### src/rtl/wb_pkg.sv
// Shared widths and the buffered-write entry type for the register-file write buffer.
package wb_pkg;

    localparam int unsigned REG_ADDR_W = 5;
    localparam int unsigned DATA_W     = 32;

    typedef struct packed {
        logic [REG_ADDR_W-1:0] rd;
        logic [DATA_W-1:0]     data;
    } wb_entry_t;

endpackage

### src/rtl/wb_match.sv
// One register-file read-port lookup: finds the youngest stored entry whose rd matches addr.
module wb_match
    import wb_pkg::*;
#(
    parameter int unsigned DEPTH = 4
) (
    input  wb_entry_t [DEPTH-1:0]        entries,
    input  logic [$clog2(DEPTH)-1:0]     head,
    input  logic [$clog2(DEPTH):0]       count,
    input  logic [REG_ADDR_W-1:0]        addr,
    output logic                         hit,
    output logic [DATA_W-1:0]            data
);

    localparam int unsigned PTR_W = $clog2(DEPTH);
    localparam int unsigned CNT_W = PTR_W + 1;

    // Walk from head (oldest) toward tail; later matches overwrite, leaving the youngest.
    always_comb begin
        hit  = 1'b0;
        data = '0;
        for (int unsigned i = 0; i < DEPTH; i++) begin
            if (addr != '0 && CNT_W'(i) < count &&
                entries[head + PTR_W'(i)].rd == addr) begin
                hit  = 1'b1;
                data = entries[head + PTR_W'(i)].data;
            end
        end
    end

endmodule

### src/rtl/wb_write_buffer.sv
// Circular FIFO of pending register-file writes, drained one per cycle unless held.
// Optional read-port bypass lookup is enabled by defining WB_WRITE_BUFFER_BYPASS_EN.
module wb_write_buffer
    import wb_pkg::*;
#(
    parameter int unsigned DEPTH = 4
) (
    input  logic                        Clk,
    input  logic                        Rst,
    input  logic                        in_valid,
    output logic                        in_ready,
    input  logic [REG_ADDR_W-1:0]       in_rd,
    input  logic [DATA_W-1:0]           in_data,
    input  logic                        hold,
    output logic [REG_ADDR_W-1:0]       RW,
    output logic [DATA_W-1:0]           PW,
    output logic                        LE,
    input  logic [REG_ADDR_W-1:0]       RA,
    input  logic [REG_ADDR_W-1:0]       RB,
    input  logic [REG_ADDR_W-1:0]       RC,
    output logic                        hitA,
    output logic                        hitB,
    output logic                        hitC,
    output logic [DATA_W-1:0]           fwdA,
    output logic [DATA_W-1:0]           fwdB,
    output logic [DATA_W-1:0]           fwdC,
    output logic [$clog2(DEPTH):0]      count
);

    localparam int unsigned PTR_W = $clog2(DEPTH);
    localparam int unsigned CNT_W = PTR_W + 1;

    wb_entry_t [DEPTH-1:0] mem;
    logic [PTR_W-1:0]      head;
    logic [PTR_W-1:0]      tail;
    logic                  pop;
    logic                  push;
    logic                  store;

    assign pop      = (count != '0) && !hold;
    assign in_ready = (count < CNT_W'(DEPTH)) || pop;
    assign push     = in_valid && in_ready;
    // A write to r0 is handshaken but dropped, since r0 is never written.
    assign store    = push && (in_rd != '0);

    assign LE = pop;
    assign RW = (count != '0) ? mem[head].rd   : '0;
    assign PW = (count != '0) ? mem[head].data : '0;

    always_ff @(posedge Clk) begin
        if (Rst) begin
            head  <= '0;
            tail  <= '0;
            count <= '0;
        end else begin
            if (store) begin
                mem[tail] <= '{rd: in_rd, data: in_data};
                tail      <= tail + 1'b1;
            end
            if (pop) begin
                head <= head + 1'b1;
            end
            count <= count + CNT_W'(store) - CNT_W'(pop);
        end
    end

`ifdef WB_WRITE_BUFFER_BYPASS_EN
    wb_match #(.DEPTH(DEPTH)) u_match_a (
        .entries(mem), .head(head), .count(count), .addr(RA), .hit(hitA), .data(fwdA)
    );
    wb_match #(.DEPTH(DEPTH)) u_match_b (
        .entries(mem), .head(head), .count(count), .addr(RB), .hit(hitB), .data(fwdB)
    );
    wb_match #(.DEPTH(DEPTH)) u_match_c (
        .entries(mem), .head(head), .count(count), .addr(RC), .hit(hitC), .data(fwdC)
    );
`else
    assign hitA = 1'b0;
    assign hitB = 1'b0;
    assign hitC = 1'b0;
    assign fwdA = '0;
    assign fwdB = '0;
    assign fwdC = '0;
`endif

endmodule
### config.mk
export PLATFORM = sky130hd
export DESIGN_NAME = wb_write_buffer
export DESIGN_NICKNAME = d
export VERILOG_FILES = /design/src/rtl/wb_pkg.sv /design/src/rtl/wb_match.sv /design/src/rtl/wb_write_buffer.sv
export SDC_FILE = /design/constraint.sdc
export NUM_CORES = 1
export LEC_CHECK = 0
export CAP_MARGIN = 20
export CORE_MARGIN = 5
export CORE_UTILIZATION = 40
export DETAILED_ROUTE_END_ITERATION = 7
export GPL_TIMING_DRIVEN = 0
export MAX_ROUTING_LAYER = met4
export PLACE_DENSITY = 0.69
export RECOVER_POWER = 100
export SLEW_MARGIN = 20
export SYNTH_ARGS = -nofsm -noshare
export SYNTH_HDL_FRONTEND = slang
export SYNTH_SLANG_ARGS = --single-unit
### constraint.sdc
create_clock -name Clk -period 7.1 [get_ports Clk]
set_input_delay 1.42 -clock Clk [delete_from_list [all_inputs] [get_ports Clk]]
set_output_delay 1.42 -clock Clk [all_outputs]
set_load 0.02 [all_outputs]
* Word level (Yosys, flattened, before mapping) *
Index checks and enable logic that the tools add are counted.

storage, ports and cells
  RAM bits = 0
  memory bits (read-only) = 0
  output and inout port bits = 141
  bits in latches = 0
  register bits = 155
  logic and storage cells = 36
  memories = 0

operators by class
  reductions and logical operators = 9
  magnitude comparators = 4
  muxes and demuxes = 7
  add/sub/neg operators = 4
  bitwise operators = 1
  shift operators = 0
  divide/modulo/power cells = 0
  eq/ne operators = 0
  $mul = 0

operators with widths
  cell                                                  number
  bitwise mux 148 bit                                   1
  binary-select mux 37 bit (select 2 bit)               1
  demux 37 bit (select 2 bit)                           1
  two-way mux 37 bit                                    2
  two-way mux 32 bit                                    1
  < comparator 2 x 3 -> 1 bit (second input constant)   2
  two-way mux 5 bit                                     1
  nonzero test 5 bit                                    1
  adder 2 x 1 -> 2 bit (second input constant)          2
  logical AND 1 bit                                     4
  adder 3 x 1 -> 3 bit                                  1
  < comparator 3 bit (second input constant)            1
  nonzero test 3 bit                                    1
  subtractor 3 x 1 -> 3 bit                             1
  >= comparator 2 x 1 -> 1 bit (second input constant)  1
  AND reduction 2 bit                                   1
  logical NOT 1 bit                                     1
  logical OR 1 bit                                      1
  NOT 1 bit                                             1

* Logic depth before layout (Yosys ltp) *
Gate-level depths: netlist of run 1.

  depth in word-level cells = 7
  gate-level depth with buffers = 11
  mapped depth without buffers = 11

* Worst setup path after synthesis of run 1 *
No wires, ideal clock.

  path type = input-to-reg
  from = input port hold
  to = register mem[0] in the netlist's numbering (enable)
  setup time = 0.485 ns
  buffers on the path = 0
  cell stages on the path = 4
  arrival time = 4.707 ns
  path slack = 1.908 ns
  cells stage by stage = nand2_1 -> o211a_1 -> inv_1 -> nor3b_1

on the way
  word-level cells in the longest chain between the ends = 6

ends and longest elaborated chain
  what                                  line                   source
  start, declared                       wb_write_buffer.sv:14  input logic hold,
  logical NOT 1 bit                     wb_write_buffer.sv:40  assign pop = (count != '0) && !hold;
  logical AND 1 bit                     wb_write_buffer.sv:40
  logical OR 1 bit                      wb_write_buffer.sv:41  assign in_ready = (count < CNT_W'(DEPTH)) || pop;
  logical AND 1 bit                     wb_write_buffer.sv:42  assign push = in_valid && in_ready;
  logical AND 1 bit                     wb_write_buffer.sv:44  assign store = push && (in_rd != '0);
  AND reduction 2 bit (no source line)  -
  end signal, assigned by index         wb_write_buffer.sv:57  mem[tail] <= '{rd: in_rd, data: in_data};
  end, declared                         wb_write_buffer.sv:33  wb_entry_t [DEPTH-1:0] mem;

Every way passes these cells.
A chain may end at the register's enable or synchronous reset.

* Final worst setup path of run 1 *
  from = input port in_rd[3]
  to = register mem[109] in the netlist's numbering (enable)

on the way
  word-level cells in the longest chain between the ends = 3

ends and longest elaborated chain
  what                                  line                   source
  start, declared                       wb_write_buffer.sv:12  input logic [REG_ADDR_W-1:0] in_rd,
  nonzero test 5 bit                    wb_write_buffer.sv:44
  logical AND 1 bit                     wb_write_buffer.sv:44
  AND reduction 2 bit (no source line)  -

Every way passes these cells.

==> impl_results.md, run 1 <==
* Run status: finished, final reports clean
* WL/cell at 15.91 um
* CP most frequent cell: clkbuf_1
* Fin worst setup slack at 2.191 ns
* I/O pin total at 197
* Die Span Y at 139.9 um
* Fillers at 1337
* Row cnt at 47
* Placed Cells at 802
* Sequential fraction of the synthesis area at 67.94%
* Crit path capture type: flop
* CP cell instances: dlygate4sd3_1 > or4_1 > o211a_1 > inv_1 > nor3b_1 > clkbuf_1 > clkbuf_1 > clkbuf_1
* R2R Setup Slk at 3.56 ns
* Count leader, synth: edfxtp_1
* R2R cell count at 7
* Register area at 4584 sq um
* Setup Slack @ Placement at 2.641 ns
* Sw frac at 30.93%
* Via density at 4.257
* Sequential power share at 37.0%
* Critical path type: input pin to flop
* Max-capacitance violation count at 0
* Max frequency at 0.2037 GHz
* Clk slew on worst S/H paths at 0.06 ns
* Share of flip-flops with an asynchronous set or reset at 0%
* Post-synth top area share at 65.86%
* Half-perimeter wire length after placement at 9851 um
* Finished Layout Cells at 835
* Power Total at 2.912 mW
* Core area at 16580 sq um
* Fraction of the cycle the final worst path needs at 69.13%
* Netlist Area Pre-Place at 6748 sq um
* Pint at 2.011 mW
* Worst hold path class: flop to flop
* Top cells by count, synth: 148 x edfxtp_1, 100 x buf_4, 38 x nor2b_1
* Clock share of power at 31.0%
* Resized Gates After CTS at 0
* Synth cell types at 26
* Largest net degree at the start of global routing at 17
* Post-Route Setup TNS at 0 ns
* Gr ovfl total at 0
* Total Wirelength at 13280 um
* Worst Skew at 0.007918 ns
* CTS tree: built
* Final setup violation count at 0
* EDFF count, synth at 148
* Latest clock arrival within the worst-skew pair at 0.40 ns
* Final RePlAce weighted congestion at 0.7040
* Synth Instances at 382
* Worst r2r src: count[2]$_SDFF_PP0_
* Worst vdd ir at 0.2206 mV
* Total GRT Usage at 13.70%
* Synth Flop Type: edfxtp_1
* Number of global-route vias before repair at 3605
* Worst slew pin tran at 1.305 ns
* Hold Fails Final Rpt at 0
* Syn-to-layout area delta at 31.67%
* Residual DRC at 0
* Root Driver: clkbuf_16
* Setup crit start: in_rd[3]
* CP required at 7.15 ns
* Worst path slowest cell: nor3b_1
* CP max stage delay at 1.01 ns
* Comb power frac at 32.0%
* CTS Hold Buffers Added at 0
* Initial antenna violation count at 1
* Worst path top cell family by delay: buffers and inverters
* Avg Cell Area, Syn at 17.66 sq um
* Multi-input logic area at 1703 sq um
* WP data arrival at 4.96 ns
* Crit path capture: mem[109]$_DFFE_PP_
* First-pass GRT wire length at 19980 um
* Cell area power density at 327.7 nW/um^2
* First drt pass iteration count at 4
* Initial DRC count at 143
* Most area-hungry cell type in the Yosys netlist: edfxtp_1
* Worst setup SP type: input pin
* DRT antenna net count at 0
* Die area at 19570 sq um
* Clock Sinks at 155
* Routed vias at 3555
* Final core utilization at 53.58%
* LEAKAGE at 3.412 nW
* Buffers on Ports at 82
* Clock buffer count from CTS at 17
* Slew Limit Fails at 0
* Synth warnings at 0
* H-Tree Depth at 4
* Synth Register Bits at 155
* Crit path max fanout at 7
* Area contributors post-synth: edfxtp_1 66%, mux4_2 12%, buf_4 11%
* Relative slew margins at 12.79%
* CTS max path bufs at 2
* # nets final at 664
* Final worst path period need at 4.909 ns
* RSZ-0062 raised after global routing: no
* Total stage count of the critical path at 8
* Worst flop-to-flop path endpoint: mem[109]$_DFFE_PP_
* Post-CTS setup buffer count at 0
* Switch Pwr at 0.9007 mW
* DIE WIDTH at 139.9 um
* CP bufs+invs at 5
* Starting Density at 40.69%
* Layout cells sized above 1 at 28.01%
[routing by layer]
layer  vias to the layer above  GRT usage, %  routed length (um)
met5                         -             -                   0
met1                      1708         16.22                5292
met3                         6         3.568                1178
met4                         0         3.927                  85
met2                       167         23.22                6726
li1                       1674             -                   -
[cell usage in the layout, fill, tap and decap left out, types with 2 or more instances in the layout]
master	instances
edfxtp_1	148
buf_4	100
conb_1	99
dlygate4sd3_1	80
nor2b_1	38
mux4_2	37
clkbuf_1	28
clkbuf_16	17
dfxtp_1	7
inv_1	6
ha_1	6
nor2_1	5
buf_2	5
nor3b_1	4
clkinv_4	3
bufinv_16	3
clkinvlp_4	3
nor3_1	2
or4_1	2
a21oi_1	2
nand2b_1	2
inv_6	2
clkinv_2	2
clkdlybuf4s50_1	2
[how the worst min path moves through the flow]
stage                            to  cells past startpoint  slack, ns                 start
2_1_floorplan  tail[1]$_SDFFE_PP0P_                      2       0.48  tail[1]$_SDFFE_PP0P_
3_5_place_dp   tail[1]$_SDFFE_PP0P_                      2       0.53  tail[1]$_SDFFE_PP0P_
5_1_grt        tail[1]$_SDFFE_PP0P_                      2       0.60  tail[1]$_SDFFE_PP0P_
4_1_cts        tail[1]$_SDFFE_PP0P_                      2       0.58  tail[1]$_SDFFE_PP0P_
6_report       tail[1]$_SDFFE_PP0P_                      2       0.59  tail[1]$_SDFFE_PP0P_
3_3_place_gp   tail[1]$_SDFFE_PP0P_                      2       0.49  tail[1]$_SDFFE_PP0P_
[per-stage QoR]
| stage | instance area (sq um) | hold slack [ns] |
|---|---|---|
| 3_5_place_dp | 8434 | 0.5310 |
| 3_3_place_gp | 8212 | 0.4900 |
| 6_report | 8885 | 0.5902 |
| 5_1_grt | 8885 | 0.5984 |
| 2_1_floorplan | 7116 | 0.4807 |
| 4_1_cts | 9034 | 0.5824 |
[power by group through the flow]
stage / Clock, mW / Sequential [mW] / Combinational, mW
global route: 0.963 / 1.08 / 1.01
detailed placement: 0 / 1.10 / 1.02
global placement: 0 / 1.10 / 0.992
finish: 0.903 / 1.08 / 0.932
CTS: 0.919 / 1.08 / 1.02
floorplan: 0 / 1.10 / 0.579
[registers in the layout (all words and copies together), names as in the netlist]
register / flops
mem: 148
head: 2
count: 3
tail: 2
[worst register-to-register path, cell delays in order (launching register included)]
cell and delay [ns]:
dfxtp_1 0.36, nand2_1 0.12, o211a_1 0.25, inv_1 0.13, nor3b_1 1.01, clkbuf_1 0.46, clkbuf_1 0.44, clkbuf_1 0.41
[final cells by class]
cell class                 instances  area share, %
antenna                            1        0.02817
buffer                           112          9.027
clock buffer                      18          4.830
clock inverter                    14          1.915
inverter                           6         0.2535
multi-input combinational        207          19.17
sequential                       155          51.60
tap                              220          3.098
timing repair buffer             102          10.08
[cells by family (layout without fill, tap and decap cells)]
logic type / after synthesis / in the layout / share of synthesized area [%]
fa+ha+maj: 7 / 7 / 1.409
flops: 155 / 155 / 67.94
buf+inv: 118 / 252 / 12.22
compound gates: 5 / 5 / 0.4821
xor+xnor: 1 / 1 / 0.1298
mux: 39 / 39 / 12.72
simple gates: 56 / 56 / 5.044
other cells: 1 / 100 / 0.05557
(Power assumes the default switching activity.)
==> run 2: changes to the inputs <==
--- a/config.mk
+++ b/config.mk
@@ -11,7 +11,7 @@
 export DETAILED_ROUTE_END_ITERATION = 7
 export GPL_TIMING_DRIVEN = 0
 export MAX_ROUTING_LAYER = met4
-export PLACE_DENSITY = 0.69
+export PLACE_DENSITY = 0.72
 export RECOVER_POWER = 100
 export SLEW_MARGIN = 20
 export SYNTH_ARGS = -nofsm -noshare
==> constraint.sdc (replaced) <==
create_clock -name Clk -period 4.2 [get_ports Clk]
set_input_delay 0.84 -clock Clk [delete_from_list [all_inputs] [get_ports Clk]]
set_output_delay 0.84 -clock Clk [all_outputs]
set_load 0.02 [all_outputs]
==> run 2 against run 1 <==
Against the previous run:
- global-route usage shrank 0.27 points
- routed wire length shrank 2.3%
- critical path depth shrank 1
- largest power group unchanged
- highest routed layer unchanged
==> impl_results.md, run 2 (same netlist as run 1, synthesis figures left out) <==
* Fin worst setup slack at 0.4334 ns (-1.758 ns)
* Final core utilization at 54.50% (+0.93 points)
* Largest Register: mem
* WL/cell at 15.60 um (-1.9%)
* R2R cell count at 11 (+4)
* Syn-to-layout area delta at 33.95%
* CP cell instances: dlygate4sd3_1 > or4_1 > o211a_1 > inv_1 > nor3b_1 > clkbuf_1 > clkbuf_2
* Largest regs: mem (148), count (3)
* Layout cells sized above 1 at 29.62% (+1.6 points)
* Resized Gates After CTS at 0 (unchanged)
* Gr ovfl total at 0 (unchanged)
* Worst flop-to-flop path endpoint: count[2]$_SDFF_PP0_
* Starting Density at 40.69% (unchanged)
* RSZ-0062 raised after global routing: no
* R2R Setup Slk at 1.19 ns (-2.37 ns)
* Post-CTS setup buffer count at 0 (unchanged)
* Clock buffer count from CTS at 17 (unchanged)
* Final RePlAce weighted congestion at 0.7266 (+3.2%)
* Hold Fails Final Rpt at 0 (unchanged)
* Root Driver: clkbuf_16
* Half-perimeter wire length after placement at 9554 um (-3.0%)
* Critical path type: input pin to flop
* LEAKAGE at 3.508 nW (+2.8%)
* CP max stage delay at 0.90 ns (-0.11 ns)
* Worst setup SP type: input pin
* Die Span Y at 139.9 um (unchanged)
* Setup Slack @ Placement at 0.3364 ns (-2.305 ns)
* # nets final at 664 (unchanged)
* Latest clock arrival within the worst-skew pair at 0.40 ns (about the same)
* Cell area power density at 573.8 nW/um^2 (+75%)
* Die area at 19570 sq um (unchanged)
* Crit path capture type: flop
* Initial antenna violation count at 1 (unchanged)
* Final worst path period need at 3.767 ns
* Worst r2r src: count[1]$_SDFF_PP0_
* Fraction of the cycle the final worst path needs at 89.68%
* Relative slew margins at 16.90% (+4.1 points)
* Fillers at 1326 (-0.82%)
* Buffers on Ports at 82 (unchanged)
* Worst Hold Slack at 0.5502 ns (-0.03994 ns)
* Run status: finished, final reports clean
* Routed vias at 3544 (-0.31%)
* Max FFs per register at 148 (unchanged)
* H-Tree Depth at 4 (unchanged)
* Number of global-route vias before repair at 3707 (+2.8%)
* Worst hold path class: flop to flop
* Slew Limit Fails at 0 (unchanged)
* Crit path capture: mem[113]$_DFFE_PP_
* CTS tree: built
* Core area at 16580 sq um (unchanged)
* First-pass GRT wire length at 19820 um (-0.80%)
* Largest net degree at the start of global routing at 17 (unchanged)
* Fin area at 9039 sq um (+1.7%)
* Via density at 4.260 (about the same)
* Worst path slowest cell: nor3b_1
* Max frequency at 0.2655 GHz
* CTS Hold Buffers Added at 0 (unchanged)
* Crit path max fanout at 9 (+2)
* DRT antenna net count at 0 (unchanged)
* Max-capacitance violation count at 0 (unchanged)
* Residual DRC at 0 (unchanged)
* DP Area at 8416 sq um (-0.22%)
* Initial DRC count at 170 (+19%)
* Worst slew pin tran at 1.244 ns (-0.06159 ns)
* CP required at 4.28 ns (-2.87 ns)
* First drt pass iteration count at 4 (unchanged)
* Total Wirelength at 12980 um (-2.3%)
* DIE WIDTH at 139.9 um (unchanged)
* Hold Path Origin: tail[1]$_SDFFE_PP0P_
* Row cnt at 47 (unchanged)
* Most frequent cells in the layout: 148 x edfxtp_1, 103 x buf_4, 99 x conb_1
* CTS max path bufs at 2 (unchanged)
* Worst Skew at 0.007355 ns (-0.0005625 ns)
* I/O pin total at 197 (unchanged)
* Most common cell after layout, fill and taps aside: edfxtp_1
* Worst vdd ir at 0.3969 mV (+80%)
* Clk slew on worst S/H paths at 0.06 ns (about the same)
* WP data arrival at 3.85 ns (-1.11 ns)
* Total GRT Usage at 13.43% (-0.27 points)
* Final setup violation count at 0 (unchanged)
* Setup crit start: in_rd[3]
* Clock Sinks at 155 (unchanged)
* Post-Route Setup TNS at 0 ns (unchanged)
[run 2: changes by cell type in the layout (fill, tap and decap cells not counted), moves of 2 or more]
| cell | before | now |
|---|---|---|
| clkinv_4 | 3 | 1 |
| buf_6 | 0 | 6 |
| clkinvlp_4 | 3 | 1 |
| bufinv_16 | 3 | 8 |
| clkbuf_1 | 28 | 17 |
| buf_4 | 100 | 103 |
[run 2: worst min path at each step]
stage / endpoint / slack [ns] / cells past startpoint
after floorplan: tail[1]$_SDFFE_PP0P_ / 0.48 / 2
after detailed placement: tail[1]$_SDFFE_PP0P_ / 0.53 / 2
after global routing: tail[1]$_SDFFE_PP0P_ / 0.58 / 2
after CTS: tail[1]$_SDFFE_PP0P_ / 0.55 / 2
after global placement: tail[1]$_SDFFE_PP0P_ / 0.49 / 2
final: tail[1]$_SDFFE_PP0P_ / 0.55 / 2
[run 2: routing by layer]
| layer | share of wire [%] | global-route usage [%] |
|---|---|---|
| met5 | 0 | - |
| met4 | 0.60 | 3.213 |
| met3 | 9.0 | 4.185 |
| met2 | 49 | 22.18 |
| met1 | 42 | 16.26 |
[run 2: where the power goes]
| group | internal [mW] | leakage (nW) | switching, mW |
|---|---|---|---|
| logic | 0.688 | 1.77 | 0.893 |
| clock network | 1.23 | 0.335 | 0.562 |
| registers | 1.78 | 1.40 | 0.0351 |
| total | 3.70 | 3.51 | 1.49 |
[run 2: through the flow]
| stage | total power [mW] | cells |
|---|---|---|
| 6_report | 5.187 | 832 |
| 5_1_grt | 5.427 | 832 |
| 4_1_cts | 5.361 | 831 |
| 3_5_place_dp | 3.558 | 802 |
| 3_3_place_gp | 3.532 | 782 |
| 2_1_floorplan | 2.841 | 480 |
[run 2: critical path: cells and delay by family]
family                 cells  cell delay, ns
and+or+nand+nor            2            1.10
AOI/OAI and AO/OA          1            0.23
buffers and inverters      4            1.68
[run 2: cell type report]
cell class                 count  area, sq um  share of cell area (%)
inverter                       6        22.52                  0.2492
clock inverter                12        270.3                   2.990
multi-input combinational    207         1703                   18.84
clock buffer                  17        425.4                   4.707
antenna                        1        2.502                 0.02769
tap                          220        275.3                   3.045
sequential                   155         4584                   50.72
timing repair buffer         102        953.4                   10.55
buffer                       112        802.0                   8.873
